## config.mk

```make
export PLATFORM = sky130hd
export DESIGN_NAME = sha256_feeder
export DESIGN_NICKNAME = d
export VERILOG_FILES = /design/src/rtl/sha256_feeder.sv
export SDC_FILE = /design/constraint.sdc
export NUM_CORES = 1
export LEC_CHECK = 0
export CAP_MARGIN = 20
export CORE_AREA = 2 2 214 216
export DETAILED_ROUTE_END_ITERATION = 16
export DIE_AREA = 0 0 216 218
export DONT_BUFFER_PORTS = 1
export MAX_ROUTING_LAYER = met4
export PLACE_DENSITY_LB_ADDON = 0.08
export SLEW_MARGIN = 20
export SYNTH_ARGS = -nofsm -noshare
export SYNTH_HDL_FRONTEND = slang
export SYNTH_SLANG_ARGS = --single-unit
```

## constraint.sdc

```tcl
create_clock -name clk_i -period 3 [get_ports clk_i]
set_input_delay 0.3 -clock clk_i [delete_from_list [all_inputs] [get_ports clk_i]]
set_output_delay 0.3 -clock clk_i [all_outputs]
set_load 0.01 [all_outputs]
```

## src/rtl/sha256_feeder.sv

```systemverilog
// Packs a big-endian 32-bit word stream into 512-bit SHA-256 blocks, applies
// message padding and the 64-bit length, and sequences the hash core per block.
module sha256_feeder #(
   parameter int unsigned BlockWidth = 512
) (
   input  logic                  clk_i,
   input  logic                  rst_i,
   input  logic [31:0]           s_data_i,
   input  logic                  s_valid_i,
   input  logic                  s_last_i,
   input  logic [1:0]            s_bytes_i,
   output logic                  s_ready_o,
   input  logic                  clear_i,
   output logic [BlockWidth-1:0] blk_o,
   output logic                  core_en_o,
   output logic                  core_rst_o,
   input  logic                  core_hold_i,
   input  logic                  core_valid_i,
   output logic                  busy_o,
   output logic                  done_o
);

   typedef enum logic [2:0] {
      IDLE,
      FILL,
      PAD,
      LAUNCH,
      RUN,
      DONE
   } state_e;

   state_e      state_q, state_d;
   logic [31:0] buf_q [16];
   logic [31:0] buf_d [16];
   logic [4:0]  widx_q, widx_d;
   logic [63:0] bitcnt_q, bitcnt_d;
   logic        pad_pending_q, pad_pending_d;
   logic        final_q, final_d;
   logic        lenonly_q, lenonly_d;

   logic [31:0] word;
   logic [4:0]  pidx;

   always_ff @(posedge clk_i) begin
      if (rst_i) begin
         state_q       <= IDLE;
         for (int unsigned i = 0; i < 16; i++) begin
            buf_q[i] <= '0;
         end
         widx_q        <= '0;
         bitcnt_q      <= '0;
         pad_pending_q <= 1'b0;
         final_q       <= 1'b0;
         lenonly_q     <= 1'b0;
      end else begin
         state_q       <= state_d;
         buf_q         <= buf_d;
         widx_q        <= widx_d;
         bitcnt_q      <= bitcnt_d;
         pad_pending_q <= pad_pending_d;
         final_q       <= final_d;
         lenonly_q     <= lenonly_d;
      end
   end

   always_comb begin
      state_d       = state_q;
      buf_d         = buf_q;
      widx_d        = widx_q;
      bitcnt_d      = bitcnt_q;
      pad_pending_d = pad_pending_q;
      final_d       = final_q;
      lenonly_d     = lenonly_q;
      s_ready_o     = 1'b0;
      core_en_o     = 1'b0;
      core_rst_o    = 1'b0;
      word          = s_data_i;
      pidx          = '0;

      case (state_q)
         IDLE: begin
            core_rst_o = 1'b1;
            for (int unsigned i = 0; i < 16; i++) begin
               buf_d[i[3:0]] = '0;
            end
            widx_d        = '0;
            bitcnt_d      = '0;
            pad_pending_d = 1'b0;
            final_d       = 1'b0;
            lenonly_d     = 1'b0;
            if (s_valid_i) begin
               state_d = FILL;
            end
         end

         FILL: begin
            s_ready_o = 1'b1;
            if (s_valid_i) begin
               // Partial last word carries the 0x80 marker right after its valid bytes.
               if (s_last_i) begin
                  case (s_bytes_i)
                     2'd1:    word = {s_data_i[31:24], 8'h80, 16'h0000};
                     2'd2:    word = {s_data_i[31:16], 8'h80, 8'h00};
                     2'd3:    word = {s_data_i[31:8], 8'h80};
                     default: word = s_data_i;
                  endcase
               end
               buf_d[widx_q[3:0]] = word;
               widx_d             = widx_q + 5'd1;
               if (s_last_i && (s_bytes_i != 2'd0)) begin
                  bitcnt_d = bitcnt_q + {59'b0, s_bytes_i, 3'b000};
               end else begin
                  bitcnt_d = bitcnt_q + 64'd32;
               end
               if (s_last_i) begin
                  pad_pending_d = (s_bytes_i == 2'd0);
                  state_d       = PAD;
               end else if (widx_q == 5'd15) begin
                  state_d = LAUNCH;
               end
            end
         end

         PAD: begin
            if (lenonly_q) begin
               buf_d[14]  = bitcnt_q[63:32];
               buf_d[15]  = bitcnt_q[31:0];
               final_d    = 1'b1;
               lenonly_d  = 1'b0;
            end else begin
               // pidx is the word holding the 0x80 marker; 16 means it spills into a second block.
               pidx = pad_pending_q ? widx_q : (widx_q - 5'd1);
               for (int unsigned i = 0; i < 16; i++) begin
                  if (i > {27'b0, pidx}) begin
                     buf_d[i[3:0]] = '0;
                  end
               end
               if (pad_pending_q && !widx_q[4]) begin
                  buf_d[widx_q[3:0]] = 32'h8000_0000;
               end
               if (pidx <= 5'd13) begin
                  buf_d[14] = bitcnt_q[63:32];
                  buf_d[15] = bitcnt_q[31:0];
                  final_d   = 1'b1;
               end
               lenonly_d     = (pidx == 5'd14) || (pidx == 5'd15);
               pad_pending_d = pidx[4];
            end
            state_d = LAUNCH;
         end

         LAUNCH: begin
            core_en_o = 1'b1;
            state_d   = RUN;
         end

         RUN: begin
            core_en_o = ~core_hold_i;
            if (final_q && (core_valid_i || core_hold_i)) begin
               state_d = DONE;
            end else if (core_hold_i) begin
               for (int unsigned i = 0; i < 16; i++) begin
                  buf_d[i[3:0]] = '0;
               end
               widx_d  = '0;
               state_d = (pad_pending_q || lenonly_q) ? PAD : FILL;
            end
         end

         DONE: begin
            if (clear_i) begin
               state_d = IDLE;
            end
         end

         default: state_d = IDLE;
      endcase
   end

   assign blk_o = {buf_q[0],  buf_q[1],  buf_q[2],  buf_q[3],
                   buf_q[4],  buf_q[5],  buf_q[6],  buf_q[7],
                   buf_q[8],  buf_q[9],  buf_q[10], buf_q[11],
                   buf_q[12], buf_q[13], buf_q[14], buf_q[15]};

   assign busy_o = (state_q != IDLE) && (state_q != DONE);
   assign done_o = (state_q == DONE);

endmodule

```

=== After elaboration in Yosys (flattened, before gate mapping) ===
Index checks and enable logic that the tools add are counted.

* Add/sub/neg operators: 4
* Multipliers: 0
* Div/mod/pow operators: 0
* Order comparisons: 18
* Equal/unequal tests: 23
* Shifts and indexed selects: 0
* Multiplexer cells: 89
* Bitwise logic cells: 5
* Reduce and logical (&&, ||, !) cells: 26

{| class="wikitable"
|+ Operators with widths
! kind !! count
|-
| $mux W512 || 4
|-
| $pmux W512 S4 || 1
|-
| $mux W32 || 48
|-
| $bwmux W512 || 1
|-
| $and A496 B496 Y496 || 1
|-
| $not A496 Y496 || 1
|-
| $mux W448 || 1
|-
| $mux W64 || 4
|-
| $demux W32 S4 || 1
|-
| $pmux W64 S2 || 1
|-
| $pmux W24 S3 || 1
|-
| $add A64 B5 Y64 || 1
|-
| $add A64 B6 Y64 const B || 1
|-
| $gt A4 B5 Y1 const A || 8
|-
| $mux W24 || 1
|-
| $mux W3 || 7
|-
| $gt A3 B5 Y1 const A || 4
|-
| $mux W5 || 4
|-
| $pmux W3 S6 || 1
|-
| $ne A2 B2 Y1 const B || 8
|-
| $or A16 B16 Y16 || 1
|-
| $eq A5 B4 Y1 const B || 3
|-
| $pmux W5 S3 || 1
|-
| $ne A3 B3 Y1 const B || 4
|-
| other kinds (30) || 57
|}

* Register bits: 587
* Bits in latches: 0
* Bits in writable memories: 0
* Memory bits (read-only): 0
* Output and inout port bits: 517
* Logic and storage cells: 187
* Memories: 0

=== Depth between registers and ports, before layout ===
* Depth in word-level cells: 11
* Depth in mapped cells: 13
* Gate-level depth less buffers: 9

=== Worst setup path before layout ===
No wires, ideal clock.

* Kind: reg-to-reg
* Start point: register widx_q[0]
* End point: register buf_q, in the netlist blk_o[13]
* Arrival: 2.616 ns
* Setup slack: 0.254 ns
* Stages on the path, launching flop included: 12
* Path buffers: 3
* Clock period less this slack: 2.746 ns
* Path through: dfxtp_1 buf_2 inv_1 ha_1 buf_2 xnor2_1 o31ai_1 a21o_1 a21oi_1 buf_2 a222oi_1 o21ai_0

* Word-level cells in the longest chain between the ends: 11
* Elaborated cells between the ends (all ways): 21

{| class="wikitable"
|+ Ends and longest elaborated chain
! element !! line !! text
|-
| start: declaration || 35 || <nowiki>logic [4:0] widx_q, widx_d;</nowiki>
|-
| start signal: assignment || 58 || <nowiki>widx_q <= widx_d;</nowiki>
|-
| $sub A5 B1 Y5 / $not A4 Y5 (equally long branches) || 132, 108, 139 ||
|-
| $mux W5 (tied with other cells) || 132 || <nowiki>pidx = pad_pending_q ? widx_q : (widx_q - 5'd1);</nowiki>
|-
| $gt A4 B5 Y1 / $logic_and A1 B1 Y1 (equally long branches) || 134, 108, 139 ||
|-
| $mux W32, on equally long branches || 134, 108, 139 ||
|-
| $mux W32 / $demux W32 S4 (equally long branches) || 125, 108, 139 ||
|-
| $mux W32 / $not A496 Y496 (equally long branches) || n/a ||
|-
| $and A496 B496 Y496 (no line) || n/a ||
|-
| $mux W512 || 138 || <nowiki>if (pad_pending_q && !widx_q[4]) begin</nowiki>
|-
| $mux W64 || 141 || <nowiki>if (pidx <= 5'd13) begin</nowiki>
|-
| $mux W64 || 125 || <nowiki>if (lenonly_q) begin</nowiki>
|-
| $pmux W512 S4 (*) || 80 || <nowiki>case (state_q)</nowiki>
|-
| end signal: assignment || 57 || <nowiki>buf_q <= buf_d;</nowiki>
|-
| end: declaration || 33 || <nowiki>logic [31:0] buf_q [16];</nowiki>
|}

Mark *: on every way between the ends. The rest lies on a longest branch, timed or not. The select of a mux whose other input is x is not followed.
A chain may end at the register's enable or synchronous reset.

=== Worst setup path in the final report ===
* Start point: register bitcnt_q[3]
* End point: register bitcnt_q[63]

* Word-level cells in the longest chain between the ends: 4
* Elaborated cells between the ends (all ways): 5

{| class="wikitable"
|+ Ends and longest elaborated chain
! element !! line !! text
|-
| start: declaration || 36 || <nowiki>logic [63:0] bitcnt_q, bitcnt_d;</nowiki>
|-
| start signal: assignment || 59 || <nowiki>bitcnt_q <= bitcnt_d;</nowiki>
|-
| $add A64 B6 Y64 / $add A64 B5 Y64 (equally long branches) || 113, 111 ||
|-
| $mux W64 (*) || 110 || <nowiki>if (s_last_i && (s_bytes_i != 2'd0)) begin</nowiki>
|-
| $mux W64 (*) || 98 || <nowiki>if (s_valid_i) begin</nowiki>
|-
| $pmux W64 S2 (*) || 80 ||
|}

Marked as above.

==> results.txt <==
- Across the run, the number of max-cap violations was 0.
- For this run, the register share of the synthesized area comes to 49.86%.
* Weighted congestion reported at the end of routability-driven placement: 1.001
- Largest net degree at the start of global routing: 253
- Setup violations remaining at the end of the flow were counted as 0.
- Peak supply drop: 0.5477 mV
- At the worst endpoint, the required time is 3.56 ns.
- The initial utilization of the core area, before any placement, comes to 52.24%.
- Boundary Pins: 558
- The final layout contains routed wiring with a total length of 102400 um.
* Cell accounting for the most synthesized area: dfxtp_1
- At the placement stage, the worst setup path has a slack of 0.004860 ns.
* Die Y-Extent: 218 um
- Count of final max-slew check failures: 0
- Net count after synthesis: 2606
* Antenna violations before repair: 12
* Hold/Removal Path Class: input port to flip-flop
* Seq cells post-synth: 584
- CTS clock-pin slew for the worst setup and hold paths: 0.06 ns
- The via count of the first global-routing pass came to 20.08k.
- Clock tree synthesis inserted a total of 60 buffers.
- After detailed routing, the number of remaining DRC violations is 0.
- The number of hold violations in the final report came to 0.
* Post-synth top area share: 49.86%
- The Yosys step of the flow raised 0 warnings.
* H-tree depth: 2
- Power Density: 678.6 nW/um^2
* Maximum clock rate: 0.3423 GHz
* Number of buffers on the longest clock path: 3
- CORE AREA: 44890 sq um
- Synthesis produced 2555 cells.
* Slew headroom: 14.79%
- Between clock sinks in the finished design, the worst skew comes to 0.02945 ns.
* Maximum net fanout on the critical path: 7
- Number of antenna-violating nets in the routed design: 0
- STA classifies the critical path endpoint as a flip-flop.
- Number of flops mapped to enable cells by yosys: 0
* Fin nets: 2658
- Vias: 22.06k
* Sum of negative setup slack: 0 ns
* Crit Path Category: flip-flop to flip-flop
- Signal arrival time at the worst endpoint: 3.49 ns
* Gr ovfl total: 0
- The tree is rooted in a clkbuf_16.
- The floorplan has 78 rows.
- Area growth from synthesis to layout: 17.13%
- The die is 216 um wide.
- For the finished layout, the period the worst path requires is 2.921 ns.
- STA classifies the critical path startpoint as a flip-flop.
- After synthesis the cells add up to 23450 sq um.
- Dividing the detail-routed wire length by the instance count gives 31.26 um.
- HPWL after DPL: 68940 um
- TritonCTS built the clock tree.
- Among all flip-flop cells after synthesis, the most frequent one is dfxtp_1.
- Of the cells placed in the final design, the portion with a size suffix greater than 1 is 12.21%.
- At the pin with the least slew margin, the transition time is 1.274 ns.
* Aggregate global-route resource usage: 42.39%
* Biggest area contributors in the synthesized netlist: dfxtp_1, a22o_1, nor2_1, a22oi_1, o21ai_0
- Setup repair after global routing left no endpoint under its margin.
- In this run, distinct cell masters in the synthesized netlist total 85.
- In this run the tool buffered the top-level ports with 0 buffer cells.
- Number of violations reported at the end of detailed-routing iteration 0: 3053
* Outcome: completed
* Final Cycle Share: 97.38%
- Static leakage: 9.923 nW
* Final worst-path setup slack: 0.07854 ns
- Dividing the synthesized area by the synthesized cell count gives 9.178 sq um.
* DIE AREA: 47090 sq um
- After detailed routing, the number of vias per cell comes to 6.735.
- The first global-routing pass estimated 144100 um of wire.
- Clock latency on the worst-skew pair: 0.63 ns
- Ys async rst share: 0%
* Clock Sink Count: 584
- Number of iterations in the first detailed-routing pass: 6
[final cells by class]
class	count	area, sq um
Timing Repair Buffer	223	2067
Multi-Input combinational cell	1683	10700
Clock inverter	20	203.9
Tap cell	600	750.7
Fill cell	3890	17430
Sequential cell	584	11700
Clock buffer	89	1792
Inverter	55	209.0
Antenna cell	21	52.55
[where the power goes]
part           switching (mW)  internal (mW)
Sequential              0.100           7.83
Combinational            2.27          0.847
Clock                    3.22           4.38
Total                    5.59           13.1
[logic make-up (layout without fill, tap and decap cells)]
family                     after synthesis  in the layout  share of synthesized area [%]
adders and majority gates               10             10                         0.5656
and+or+nand+nor                        784            784                          15.81
DFF                                    584            584                          49.86
muxes                                    3              3                         0.1281
other                                    0             21                              0
xor gates and xnor gates                60             60                          2.305
buffers and inverters                  288            387                          5.389
AOI/OAI and AO/OA                      826            826                          25.94
[critical path, stage by stage, from the launching register on]
cell	delay, ns
dfxtp_1	0.33
ha_1	0.23
fa_1	0.46
o2111ai_1	0.63
nor3_2	0.11
buf_4	0.20
nand3_1	0.11
o211ai_1	0.09
o31ai_1	0.10
dlygate4sd3_1	0.60
[path summary, 6_finish.rpt]
kind,start,endpoint,slack [ns],cells after the start
setup reg to reg,bitcnt_q[3],bitcnt_q[63],0.08,9
hold / removal,rst_i,blk_o[159],0.008,2
setup / recovery,bitcnt_q[3],bitcnt_q[63],0.08,9
hold reg to reg,bitcnt_q[48],blk_o[48],0.50,1
[stage by stage]
step	util (%)	area (sq um)	cells	hold slack, ns	total power [mW]
after floorplan	-	23450	2555	0.4255	9.763
after global placement	54.70	24560	3078	0.4264	10.80
after detailed placement	54.72	24570	3078	0.4310	10.83
after CTS	60.72	27260	3251	-0.1897	18.43
after global routing	61.18	27470	3275	-0.004485	19.04
final	61.18	27470	3275	0.007578	18.64
[per-layer routing]
metal | global-route usage, % | share of wire (%) | vias up
met5 | - | 0 | -
met4 | 19.00 | 4.3 | 0
met3 | 14.97 | 13 | 236
met2 | 62.30 | 44 | 1464
met1 | 52.43 | 39 | 10810
li1 | - | - | 9542
[Yosys cell counts, types with 10 or more instances]
| master | instances |
|---|---|
| a211oi_1 | 26 |
| a21oi_1 | 124 |
| a221o_1 | 45 |
| a22o_1 | 170 |
| a22oi_1 | 102 |
| a31oi_1 | 26 |
| a32o_1 | 18 |
| a32oi_1 | 44 |
| and2_1 | 18 |
| and3_1 | 43 |
| buf_2 | 56 |
| buf_6 | 10 |
| clkbuf_1 | 150 |
| dfxtp_1 | 584 |
| inv_1 | 54 |
| nand2_1 | 155 |
| nand3_1 | 104 |
| nand4_1 | 43 |
| nor2_1 | 303 |
| nor2b_1 | 17 |
| nor3_1 | 43 |
| o211ai_1 | 10 |
| o21ai_0 | 136 |
| o22ai_1 | 10 |
| o31ai_1 | 22 |
| o32ai_1 | 18 |
| xnor2_1 | 16 |
| xor2_1 | 42 |
[timing repair]
action	CTS	global route
endpoints found under the setup margin	1	140
resized for setup	1	20
setup buffers	0	1
hold buffers	64	2
hold endpoints to repair	271	39
[state kept, by name, indices dropped and copies added, names as in the netlist]
| name | flops |
|---|---|
| bitcnt_q | 61 |
| blk_o | 512 |
| final_q | 1 |
| lenonly_q | 1 |
| pad_pending_q | 1 |
| state_q | 3 |
| widx_q | 5 |
[layout by cell type, fill, tap and decap left out, types with 26 or more instances in the layout]
master / synthesis / layout
a211oi_1: 26 / 26
a21oi_1: 124 / 120
a221o_1: 45 / 45
a22o_1: 170 / 170
a22oi_1: 102 / 102
a31oi_1: 26 / 26
a32oi_1: 44 / 44
and3_1: 43 / 43
buf_4: 9 / 145
clkbuf_16: 0 / 61
dfxtp_1: 584 / 581
dlygate4sd3_1: 0 / 59
inv_1: 54 / 54
nand2_1: 155 / 155
nand3_1: 104 / 104
nand4_1: 43 / 43
nor2_1: 303 / 298
nor3_1: 43 / 41
o21ai_0: 136 / 135
xor2_1: 42 / 42
Note: power is estimated with default switching activity, not from simulation.
